### src/rtl/line_sensor_emu.sv
// Line-scan sensor and quadrature encoder emulator: answers each SI start-of-line
// pulse with a dark interval followed by PIX_CNT pixel words on every channel.
module line_sensor_emu #(
    parameter int DW         = 12,
    parameter int CHANNELS   = 3,
    parameter int PIX_CNT    = 2592,
    parameter int DARK_CYC   = 89,
    parameter int ENC_PERIOD = 5000,
    parameter bit OFFSET_BIN = 1'b1
) (
    input  logic                   clk_i,
    input  logic                   rst_ni,
    input  logic                   en_i,
    input  logic                   si_i,
    input  logic [1:0]             mode_i,
    input  logic                   enc_en_i,
    input  logic                   dir_i,
    output logic [CHANNELS*DW-1:0] data_o,
    output logic                   dvalid_o,
    output logic                   line_busy_o,
    output logic [15:0]            line_cnt_o,
    output logic                   overrun_o,
    output logic [1:0]             enc_o
);

    localparam int PW = (PIX_CNT > 1) ? $clog2(PIX_CNT) : 1;
    localparam int KW = (DARK_CYC > 1) ? $clog2(DARK_CYC) : 1;
    localparam int EW = $clog2(ENC_PERIOD);

    localparam logic [DW-1:0]          FLIP      = OFFSET_BIN ? {1'b1, {(DW-1){1'b0}}} : '0;
    localparam logic [CHANNELS*DW-1:0] IDLE_WORD = {CHANNELS{FLIP}};
    localparam logic [PW-1:0]          LAST_PIX  = PW'(PIX_CNT - 1);
    localparam logic [KW-1:0]          DARK_LOAD = KW'(DARK_CYC - 1);
    localparam logic [EW-1:0]          ENC_TC    = EW'(ENC_PERIOD - 1);

    typedef enum logic [1:0] {IDLE, DARK, ACTIVE} state_e;

    state_e                 state_q, state_d;
    logic                   si_q, si_prev_q;
    logic                   si_rise;
    logic [KW-1:0]          dark_q, dark_d;
    logic [PW-1:0]          pix_q, pix_d;
    logic [1:0]             mode_q, mode_d;
    logic [15:0]            lcnt_q, lcnt_d;
    logic                   ovr_q, ovr_d;
    logic [CHANNELS*DW-1:0] data_q, data_d;
    logic                   dvalid_q, dvalid_d;
    logic [EW-1:0]          ecnt_q, ecnt_d;
    logic [1:0]             enc_q, enc_d;

    // Raw pixel value before the output code conversion.
    function automatic logic [DW-1:0] pixel_value(input logic [1:0] mode,
                                                  input logic [PW-1:0] pix,
                                                  input logic [15:0] lcnt,
                                                  input int ch);
        logic [DW-1:0] v;
        case (mode)
            2'd0:    v = DW'(pix) + DW'(ch + 1);
            2'd1:    v = ((((32'(pix) >> 3) & 32'd1) != 32'd0) ^ lcnt[0]) ? '1 : '0;
            2'd2:    v = {1'b0, {(DW-1){1'b1}}};
            default: v = DW'(lcnt) + DW'(ch);
        endcase
        return v;
    endfunction

    assign si_rise = si_q & ~si_prev_q;

    always_ff @(posedge clk_i or negedge rst_ni) begin
        if (!rst_ni) begin
            si_q      <= 1'b0;
            si_prev_q <= 1'b0;
            state_q   <= IDLE;
            dark_q    <= '0;
            pix_q     <= '0;
            mode_q    <= '0;
            lcnt_q    <= '0;
            ovr_q     <= 1'b0;
            data_q    <= IDLE_WORD;
            dvalid_q  <= 1'b0;
            ecnt_q    <= '0;
            enc_q     <= 2'b00;
        end else begin
            si_q      <= si_i;
            si_prev_q <= si_q;
            state_q   <= state_d;
            dark_q    <= dark_d;
            pix_q     <= pix_d;
            mode_q    <= mode_d;
            lcnt_q    <= lcnt_d;
            ovr_q     <= ovr_d;
            data_q    <= data_d;
            dvalid_q  <= dvalid_d;
            ecnt_q    <= ecnt_d;
            enc_q     <= enc_d;
        end
    end

    // A rise during the final pixel is a clean back-to-back start, not an overrun.
    always_comb begin
        state_d = state_q;
        dark_d  = dark_q;
        pix_d   = pix_q;
        mode_d  = mode_q;
        lcnt_d  = lcnt_q;
        ovr_d   = ovr_q;
        if (!en_i) begin
            state_d = IDLE;
        end else if (si_rise) begin
            if (state_q == DARK || (state_q == ACTIVE && pix_q != LAST_PIX))
                ovr_d = 1'b1;
            state_d = DARK;
            dark_d  = DARK_LOAD;
            lcnt_d  = lcnt_q + 16'd1;
            mode_d  = mode_i;
        end else begin
            case (state_q)
                DARK: begin
                    if (dark_q == '0) begin
                        state_d = ACTIVE;
                        pix_d   = '0;
                    end else begin
                        dark_d = dark_q - KW'(1);
                    end
                end
                ACTIVE: begin
                    if (pix_q == LAST_PIX)
                        state_d = IDLE;
                    else
                        pix_d = pix_q + PW'(1);
                end
                default: ;
            endcase
        end
    end

    // Output words are built from next state so DATA and DVALID register together.
    always_comb begin
        data_d   = IDLE_WORD;
        dvalid_d = (state_d == ACTIVE);
        if (state_d == ACTIVE) begin
            for (int c = 0; c < CHANNELS; c++)
                data_d[c*DW +: DW] = pixel_value(mode_d, pix_d, lcnt_d, c) ^ FLIP;
        end
    end

    // ENC is held in a register so each step flips exactly one output bit.
    always_comb begin
        ecnt_d = ecnt_q;
        enc_d  = enc_q;
        if (enc_en_i) begin
            if (ecnt_q == ENC_TC) begin
                ecnt_d = '0;
                enc_d  = dir_i ? {~enc_q[0], enc_q[1]} : {enc_q[0], ~enc_q[1]};
            end else begin
                ecnt_d = ecnt_q + EW'(1);
            end
        end
    end

    assign data_o      = data_q;
    assign dvalid_o    = dvalid_q;
    assign line_busy_o = (state_q != IDLE);
    assign line_cnt_o  = lcnt_q;
    assign overrun_o   = ovr_q;
    assign enc_o       = enc_q;

endmodule

### config.mk
export PLATFORM = sky130hd
export DESIGN_NAME = line_sensor_emu
export DESIGN_NICKNAME = d
export VERILOG_FILES = /design/src/rtl/line_sensor_emu.sv
export SDC_FILE = /design/constraint.sdc
export NUM_CORES = 1
export LEC_CHECK = 0
export BUFFER_PORTS_ARGS = -buffer_cell sky130_fd_sc_hd__buf_2
export CORE_ASPECT_RATIO = 0.8
export CORE_UTILIZATION = 40
export CTS_CLUSTER_DIAMETER = 200
export DETAILED_ROUTE_END_ITERATION = 7
export PLACE_DENSITY = 0.67
export SETUP_SLACK_MARGIN = 0.4
export SLEW_MARGIN = 20
export SYNTH_ARGS = -nofsm -noshare
export SYNTH_HDL_FRONTEND = slang
export SYNTH_SLANG_ARGS = --single-unit
export TNS_END_PERCENT = 1
### constraint.sdc
create_clock -name clk_i -period 3 [get_ports clk_i]
set_clock_uncertainty 0.05 [all_clocks]
set_input_delay 0.45 -clock clk_i [delete_from_list [all_inputs] [get_ports clk_i]]
set_output_delay 0.45 -clock clk_i [all_outputs]
set_load 0.01 [all_outputs]
==> summary.txt <==
Reg area: 0.002331 mm^2
Most common cell after layout, fill and taps aside: dfrtp_1
Starting Density: 0.4164
First-pass GRT wire length: 23700 um
Avg WL per Cell: 17.50 um
Max Clk Rate: 334.5 MHz
Hold/Removal Path Class: in -> async
Initial antenna violation count: 0
Routed vias: 4583
Clock H-tree levels: 3
Commonest cells after routing, fill and taps aside: dfrtp_1, buf_2, buf_4, nand2_1
Overall Power: 3.549 mW
Synthesized flop and latch total: 93
Final Setup Violations: 0
Post-layout instance area: 0.006950 mm^2
DRT antenna net count: 0
Post-synthesis sequential area ratio: 0.4273
CTS tree: built
Met2 usage: 0.3173
Sink Count: 93
DR pass1 iterations: 5
Max-Cap Viols: 0
Die X-Extent: 132.6 um
Status: complete, no violations
Wirelength, routed: 14680 um
Maximum clock insertion buffer count: 2
Number of max-slew violations in the final report: 0
Reg-to-reg setup timing slack: 0.01 ns
GRT overflow: 0
Syn Inst Count: 537
Area grow syn2layout: 27.41%
Grt peak-use layer: met1
Vias/cell: 5.462
Worst R2R Path Depth: 11
Final critical-path share of the clock period: 0.9967
Leak pwr: 3.172 nW
GR Util All Layers: 0.2179
Violation count after the first detailed-route iteration: 352
Worst hold slack: 0.06003 ns
Fin nets: 680
Netlist cell types: 76
Met3 usage: 0.05341
Vias in the first global route: 4434
Yosys warning total: 0
Synth Cell Area: 0.005455 mm^2
Slew margin rel.: 0.5214
Post-synth top flop: dfrtp_1
Unrepaired setup endpoints after global routing: true
TNS Setup: 0 ns
FILL cells: 1157
CP arrival: 3.18 ns
Worst-Skew Late Latency: 0.35 ns
CTS root buf: clkbuf_16
DP HPWL: 11130 um
Core Region: 0.01310 mm^2
Minimum clock period: 2.990 ns
Area taken by multi-input logic gates: 0.003164 mm^2
Worst-Margin Slew: 0.7113 ns
Async set or reset register ratio after synthesis: 1.000
Post-Synthesis Net Count: 558
Critical path capture point type: flop
GR Util met1: 0.3176
Final Hold Viols: 0
Maximum VDD drop: 0.4783 mV
Pwr per Cell Area: 510.7 mW/mm^2
Die area: 0.01411 mm^2
Ant diodes: 0
EDFF count, synth: 0
DRC viols: 0
Fin util: 0.5305
Placer congestion estimate: 0.9593
Crit start category: flop
CP required: 3.19 ns
CTS buffer count: 9
Placed cell area: 0.006370 mm^2
Die Ht: 106.5 um
Critical path class: reg -> reg
PortBufs: 64
Syn Area/Cell: 10.16 um^2
Share of layout cells above drive strength 1: 0.3358
Reg clk slew, reported paths: 0.06 ns
Core Rows: 37
Ports: 65
Largest net degree at the start of global routing: 49
Critical path fanouts, max: 6
routing by layer:
metal  wire length, um  part of all wire  vias up
met5                 0                 0        -
met3              1102             0.075       18
met2              6334              0.43      163
met4               223             0.015        0
li1                  -                 -     2172
met1              7024              0.48     2230
critical path, cell delays in order, from the launching register on:
cell and delay, ns:
dfrtp_1 0.39, inv_2 0.07, ha_4 0.12, or4b_4 0.49, o31ai_4 0.28, o211ai_1 0.17
a32o_2 0.30, ha_2 0.24, a21oi_4 0.19, nor2_1 0.10, xnor2_2 0.16, a221oi_4 0.32
cell type report:
type / instances / share of cell area
Clock buffer: 14 / 0.03798
Clock inverter: 2 / 0.002340
Inverter: 25 / 0.01350
Multi-Input combinational cell: 399 / 0.4553
Sequential cell: 93 / 0.3354
Tap cell: 175 / 0.03150
Timing Repair Buffer: 131 / 0.1240
through the flow:
step | setup WS, ns | instances
after floorplan | 0.1145 | 537
after global placement | -0.1543 | 812
after detailed placement | -0.1156 | 812
after CTS | 0.05611 | 835
after global routing | -0.1743 | 839
final | 0.01004 | 839
cells by family (layout without fill, tap and decap cells):
family          count (synthesis)  count (layout)  synth area share
compound gates                 99              99            0.1720
xor+xnor                       69              69            0.1142
fa+ha+maj                      13              13           0.02982
buf+inv                        45             172           0.03784
flops                          93              93            0.4273
mux                            16              16           0.03027
simple gates                  202             202            0.1885
repair_timing:
| item | CTS | global route |
|---|---|---|
| setup endpoints to repair | 36 | 35 |
| hold buffers | 0 | 0 |
| gates cloned | 0 | 0 |
| resized for setup | 22 | 20 |
| pin swaps | 16 | 20 |
| setup buffers | 7 | 4 |
state kept, by name, indices dropped and copies added (netlist names):
name        count
dvalid_o        1
state_q         2
si_prev_q       1
enc_o           2
overrun_o       1
line_cnt_o     16
ecnt_q         13
dark_q          7
si_q            1
pix_q          12
data_o         35
mode_q          2
synth_stat cells, drive strengths merged (4+ instances only):
cell type | instances | area, um^2
dfrtp | 90 | 2252
nand2 | 55 | 214.0
xnor2 | 50 | 456.7
nor2 | 49 | 183.9
nand3 | 22 | 115.1
inv | 21 | 78.82
a221oi | 20 | 262.8
xor2 | 19 | 166.4
mux2i | 15 | 153.9
nor3 | 15 | 80.08
a21oi | 13 | 83.84
ha | 13 | 162.7
nand4 | 13 | 87.58
o21ai | 13 | 65.06
and3 | 12 | 75.07
buf | 12 | 82.57
o31ai | 10 | 122.6
a211oi | 8 | 80.08
clkbuf | 8 | 30.03
and2 | 7 | 43.79
and4 | 4 | 37.54
clkinv | 4 | 15.01
nand3b | 4 | 33.78
nor4 | 4 | 25.02
o22ai | 4 | 25.02
worst paths after layout:
check,start,end
worst min register to register,line_cnt_o[15],line_cnt_o[15]
worst max-delay path,dark_q[0],data_o[31]
worst max register to register,dark_q[0],data_o[31]
worst min-delay path,rst_ni,data_o[22]
max in group asynchronous,rst_ni,data_o[23]
min in group clk_i,si_i,si_q
report_power, final:
group / leakage (nW) / internal, mW / switching (mW)
registers: 1.24 / 1.35 / 0.142
clock network: 0.134 / 0.611 / 0.459
logic: 1.80 / 0.387 / 0.596
total: 3.17 / 2.35 / 1.20
No activity file was read; power rests on OpenSTA's default activity.
